File: src/rtl/uart_rx_fifo.sv
// rtl/uart_rx_fifo.sv - 16x-oversampled UART receiver with first-word-fall-through receive FIFO
// Define UART_RX_PARITY_EN for 8E1 framing with a parity_error pulse; default build is 8N1.
module uart_rx_fifo #(
    parameter int DATA_BITS  = 8,
    parameter int FIFO_DEPTH = 16,
    parameter int OVERSAMPLE = 16
) (
    input  logic                 clk,
    input  logic                 reset,
    input  logic                 serial_in,
    input  logic                 en_16_x_baud,
    input  logic                 read_buffer,
    output logic [DATA_BITS-1:0] data_out,
    output logic                 buffer_data_present,
    output logic                 buffer_half_full,
    output logic                 buffer_full,
    output logic                 framing_error,
`ifdef UART_RX_PARITY_EN
    output logic                 parity_error,
`endif
    output logic                 overrun
);
    localparam int AW = $clog2(FIFO_DEPTH);
    localparam int CW = $clog2(OVERSAMPLE);
    localparam int BW = $clog2(DATA_BITS);
    localparam logic [CW-1:0] HALF_BIT = CW'(OVERSAMPLE / 2 - 1);
    localparam logic [CW-1:0] FULL_BIT = CW'(OVERSAMPLE - 1);
    localparam logic [BW-1:0] LAST_BIT = BW'(DATA_BITS - 1);
    localparam logic [AW:0]   DEPTH_C  = (AW+1)'(FIFO_DEPTH);
    localparam logic [AW:0]   HALF_C   = (AW+1)'(FIFO_DEPTH / 2);

    typedef enum logic [2:0] {
        IDLE, START, DATA, STOP, BRK
`ifdef UART_RX_PARITY_EN
        , PARITY
`endif
    } state_t;

    state_t               state;
    logic [1:0]           sync;
    logic                 rx_s;
    logic [CW-1:0]        tick_cnt;
    logic [BW-1:0]        bit_cnt;
    logic [DATA_BITS-1:0] shift;
    logic                 push_req;
`ifdef UART_RX_PARITY_EN
    logic                 par_bit;
`endif

    assign rx_s = sync[1];

    always_ff @(posedge clk) begin
        if (reset) sync <= 2'b11;
        else       sync <= {sync[0], serial_in};
    end

    always_ff @(posedge clk) begin
        push_req      <= 1'b0;
        framing_error <= 1'b0;
`ifdef UART_RX_PARITY_EN
        parity_error  <= 1'b0;
`endif
        if (reset) begin
            state    <= IDLE;
            tick_cnt <= '0;
            bit_cnt  <= '0;
            shift    <= '0;
`ifdef UART_RX_PARITY_EN
            par_bit  <= 1'b0;
`endif
        end else if (en_16_x_baud) begin
            case (state)
                IDLE: if (!rx_s) begin
                    state    <= START;
                    tick_cnt <= '0;
                end
                START: if (tick_cnt == HALF_BIT) begin
                    tick_cnt <= '0;
                    bit_cnt  <= '0;
                    state    <= rx_s ? IDLE : DATA;
                end else tick_cnt <= tick_cnt + 1'b1;
                DATA: if (tick_cnt == FULL_BIT) begin
                    tick_cnt <= '0;
                    shift    <= {rx_s, shift[DATA_BITS-1:1]};
                    if (bit_cnt == LAST_BIT) begin
`ifdef UART_RX_PARITY_EN
                        state <= PARITY;
`else
                        state <= STOP;
`endif
                    end else bit_cnt <= bit_cnt + 1'b1;
                end else tick_cnt <= tick_cnt + 1'b1;
`ifdef UART_RX_PARITY_EN
                PARITY: if (tick_cnt == FULL_BIT) begin
                    tick_cnt <= '0;
                    par_bit  <= rx_s;
                    state    <= STOP;
                end else tick_cnt <= tick_cnt + 1'b1;
`endif
                STOP: if (tick_cnt == FULL_BIT) begin
                    tick_cnt <= '0;
                    if (rx_s) begin
                        state <= IDLE;
`ifdef UART_RX_PARITY_EN
                        if (^{shift, par_bit}) parity_error <= 1'b1;
                        else                   push_req     <= 1'b1;
`else
                        push_req <= 1'b1;
`endif
                    end else begin
                        framing_error <= 1'b1;
                        state         <= BRK;
                    end
                end else tick_cnt <= tick_cnt + 1'b1;
                // A held-low line after a bad stop bit reports only once.
                BRK: if (rx_s) state <= IDLE;
                default: state <= IDLE;
            endcase
        end
    end

    logic [DATA_BITS-1:0] ram [FIFO_DEPTH];
    logic [AW-1:0]        wr_ptr, rd_ptr;
    logic [AW:0]          count;
    logic                 do_push, do_pop;

    assign do_pop  = read_buffer && (count != '0);
    assign do_push = push_req && ((count != DEPTH_C) || do_pop);

    always_ff @(posedge clk) begin
        if (do_push) ram[wr_ptr] <= shift;
    end

    always_ff @(posedge clk) begin
        if (reset) begin
            wr_ptr  <= '0;
            rd_ptr  <= '0;
            count   <= '0;
            overrun <= 1'b0;
        end else begin
            overrun <= push_req && !do_push;
            if (do_push) wr_ptr <= wr_ptr + 1'b1;
            if (do_pop)  rd_ptr <= rd_ptr + 1'b1;
            case ({do_push, do_pop})
                2'b10:   count <= count + (AW+1)'(1);
                2'b01:   count <= count - (AW+1)'(1);
                default: count <= count;
            endcase
        end
    end

    assign buffer_data_present = (count != '0);
    assign buffer_half_full    = (count >= HALF_C);
    assign buffer_full         = (count == DEPTH_C);
    assign data_out            = buffer_data_present ? ram[rd_ptr] : '0;
endmodule
File: config.mk
export PLATFORM = sky130hd
export DESIGN_NAME = uart_rx_fifo
export DESIGN_NICKNAME = d
export VERILOG_FILES = /design/src/rtl/uart_rx_fifo.sv
export SDC_FILE = /design/constraint.sdc
export NUM_CORES = 1
export LEC_CHECK = 0
export CORE_MARGIN = 8
export CORE_UTILIZATION = 55
export DETAILED_ROUTE_END_ITERATION = 6
export GPL_TIMING_DRIVEN = 0
export HOLD_SLACK_MARGIN = 0.06
export PLACE_DENSITY = 0.85
export SYNTH_ARGS = -nofsm -noshare
export SYNTH_HDL_FRONTEND = slang
export SYNTH_SLANG_ARGS = --single-unit
File: constraint.sdc
create_clock -name clk -period 2.2 [get_ports clk]
set_clock_uncertainty 0.1 [all_clocks]
set_input_delay 0.33 -clock clk [delete_from_list [all_inputs] [get_ports clk]]
set_output_delay 0.33 -clock clk [all_outputs]
set_load 0.005 [all_outputs]
==> metrics.sh <==
CLOCK-SINKS=168
CTS_TREE='yes'
MAXSLEWVIOLCOUNT=0
YS_SEQ_ELEMENTS=168
FLOORPLAN.ROWS=41
DPL.HPWL_UM=8780
CRITICAL_PATH.MAX_STAGE_DELAY_NS=0.51
POSTROUTEANTENNANETS=0
SYNTHTOPCELLSBYAREA='edfxtp_1, dfxtp_1, mux4_2'
TIMING_WORST_SLEW_PIN_VALUE_NS=0.760
DIE_AREA_UM2=16600
FLOORPLAN.CORE_AREA_UM2=12500
SYNTH_ENABLE_FLOP_CELLS=128
TIMING.SETUP.TNS_NS=-3.24
HOLD_VIOLATIONS=0
YOSYSWARNINGCOUNT=0
FIRST_PASS_GRT_WIRE_LENGTH_UM=23800
CTS_BUFFER_DEPTH=2
GLOBAL_ROUTE_USAGE_SUM_PCT=19.6
POST_SYNTH_NUM_CELL_TYPES=56
CRIT_PATH_MAX_FANOUT=5
SETUP_WS_NS=-0.405
POST_SYNTH_TOP_AREA_CELL='edfxtp_1'
RELSLEWSLACK_PCT=49.2
TIMING.CRITICAL_PATH.BUF_INV=3
FIN_UTIL_PCT=69.0
DRT_PRE_ANTENNA_ITERS=4
SYNTH.AVG_CELL_AREA_UM2=15.9
FIRST_GLOBAL_VIAS=4284
SYN_TO_FINAL_GROWTH_PCT=23.6
WORST_SETUP_PATH_END_KIND='primary output'
SYN-CELL-AREA_UM2=6990
SYN_NETS=456
FINAL_NETS=523
SYNTH-MAIN-FF-CELL='edfxtp_1'
NUM-FILL-CELLS=809
WORST-SETUP-PATH-TYPE='flip-flop to primary output'
ASYNCSETRESETFLOPFRACSYNTH_PCT=0
ROUTE.DETAILED.WL_PER_INST_UM=22.4
SYNTHESIS.INSTANCES=439
CRIT_PATH_START_KIND='flip-flop'
LAYOUT_WORST_PATH_CYCLE_SHARE_PCT=118
P_LEAK_nW=3.10
MAXCAPVIOLATIONS=0
CRIT_ARRIVAL_NS=2.17
DIE_WIDTH_UM=129
CLOCK_INSERTION_DELAY_WORST_SKEW_NS=0.42
GP_CONGESTION=0.848
GLOBALROUTE.TOTALOVERFLOW=0
FAILING_CHECKS='setup timing'
FLOORPLAN.INITIALDENSITY_PCT=55.8
HOLDBUFCOUNTCTS=0
PORT_BUFFERS=16
DETAILEDROUTE.FIRSTITERATIONVIOLATIONS=441
CRIT_FAMILY='multiplexers'
TIMING.CRITICAL_PATH.SLOWEST_STAGE_CELL='mux4_2'
YOSYSTOPAREACELLSHARE_PCT=55.0
CRITPATHREQUIREDTIME_NS=1.77
CRITICAL_PATH.CELL_CHAIN='buf_6 -> buf_4 -> mux4_2 -> nor2b_2 -> a211oi_4 -> a211oi_2 -> buf_2'
NUMCTSBUFFERS=17
DETAIL_ROUTE.WIRELENGTH_UM=15500
ROUTE.VIAS.TOTAL=4112
MIN_PERIOD_NS=2.60
POWER_DENSITY_nW_PER_UM2=1020
GRT_MAX_DEGREE=19
POST-ROUTE-DRC-COUNT=0
OUTCOME='complete, but fails checks'
VIA_PER_INST=5.95
GRT_ANTENNA_BEFORE_REPAIR=0
MIN-DELAY-PATH-CLASS='primary input to flip-flop'
NUM_IO_PINS=18
CLK_PIN_SLEW_WORST_PATHS_NS=0.06
SETUP-VIOLATIONS-FINAL=17
MAXCLOCKFREQUENCY_MHz=384
YS_SEQ_AREA_SHARE_PCT=66.5
CTS_H_TREE_DEPTH=4
FINAL_LAYOUT_SIZE_SUFFIX_GT1_SHARE_PCT=35.8
FLOORPLAN.DIE.HEIGHT_UM=129
CTS_ROOT_BUF='clkbuf_16'
ANTENNADIODECOUNT=0
IRDROPWORSTVDD_mV=0.862
RSZ0062_AT_GRT='true'
-- through the flow --
step	hold WS [ns]	area, um^2	total power (W)	std cells	worst slack [ns]
after floorplan	0.289	7020	0.00455	439	-0.0000910
after global placement	0.295	7400	0.00488	627	-0.826
after detailed placement	0.328	7400	0.00493	627	-0.847
after CTS	0.237	8490	0.00859	683	-0.421
after global routing	0.288	8630	0.00908	691	-0.467
final	0.252	8630	0.00878	691	-0.405
-- cells in the final DEF (no fill, tap or decap), types with 6 or more instances in the layout --
cell type	n
dfxtp_1	33
a211oi_2	8
clkbuf_1	10
buf_6	13
mux2i_1	19
buf_2	10
mux4_2	32
nand2_1	8
clkbuf_16	17
buf_4	23
a211oi_1	7
nor2_1	22
edfxtp_1	128
a21oi_1	7
nor2b_1	7
nor2_2	11
inv_1	8
buf_12	7
nor3b_1	6
ha_1	8
-- logic make-up after synthesis --
kind of cell | count (synthesis) | share of synthesized area (%)
adders and majority gates | 12 | 2.26
muxes | 54 | 13.5
DFF | 168 | 66.5
and+or+nand+nor | 107 | 8.60
xor gates and xnor gates | 8 | 1.00
buffers and inverters | 36 | 2.31
AOI/OAI and AO/OA | 54 | 5.86
-- worst reg2reg max path, cell delays in order, from the launching register on --
cell      delay [ns]
dfxtp_4         0.35
buf_6           0.12
nor4_4          0.29
a21o_1          0.24
inv_4           0.09
ha_4            0.17
or2_4           0.25
o22a_1          0.23
o211ai_1        0.19
a31oi_1         0.11
-- layout make-up --
| type | count | area (um^2) | share of cell area (%) |
|---|---|---|---|
| Clock inverter | 13 | 155 | 1.80 |
| Buffer | 23 | 181 | 2.10 |
| Tap cell | 172 | 215 | 2.49 |
| Inverter | 11 | 47.5 | 0.551 |
| Clock buffer | 19 | 433 | 5.01 |
| Timing Repair Buffer | 50 | 472 | 5.46 |
| Multi-Input combinational cell | 235 | 2470 | 28.6 |
| Sequential cell | 168 | 4660 | 54.0 |
-- synthesized netlist by cell type, types with 3 or more instances --
library cell / number
o21ai_0: 5
dfxtp_1: 40
mux2i_1: 21
o22ai_1: 3
nor2_1: 36
mux4_2: 32
nor2b_1: 12
or2_2: 5
nor3b_1: 6
inv_1: 11
edfxtp_1: 128
nand2b_1: 4
nor3_1: 8
buf_2: 7
ha_1: 11
a21oi_1: 7
xor2_1: 3
xnor2_1: 5
clkbuf_1: 11
and4_1: 3
nand4_1: 3
nand2_1: 11
a211oi_1: 18
nand3_1: 5
-- sequential cells by signal, indices dropped and copies added, names as in the netlist, named ones only --
signal / count
state: 3
sync: 2
rd_ptr: 4
overrun: 1
push_req: 1
count: 5
bit_cnt: 3
shift: 8
tick_cnt: 4
framing_error: 1
ram: 128
wr_ptr: 4
-- report_power, final --
group | switching (W) | total, W | internal [W]
Sequential | 0.0000934 | 0.00355 | 0.00345
Combinational | 0.00105 | 0.00228 | 0.00124
Clock | 0.00117 | 0.00295 | 0.00177
Total | 0.00231 | 0.00878 | 0.00647
-- per-layer routing --
| layer | share of wire, % | global-route usage [%] |
|---|---|---|
| met2 | 53 | 33.2 |
| met5 | 0 | 0 |
| met4 | 2.5 | 9.54 |
| met1 | 40 | 22.9 |
| met3 | 5.1 | 4.88 |
-- repair_timing --
action	in CTS	in global routing
pin swaps	28	24
endpoints found under the setup margin	118	104
setup buffers	25	11
gates resized for setup	117	27
-- final timing paths --
check	startpoint	end	slack, ns	cells past startpoint
worst max-delay path	flip-flop	data_out[0]	-0.40	7
worst max register to register	count[1]	count[4]	-0.08	9
worst min register to register	sync[0]	sync[1]	0.34	1
worst min-delay path	reset	state[1]	0.25	3
No activity file was read; power rests on OpenSTA's default activity.
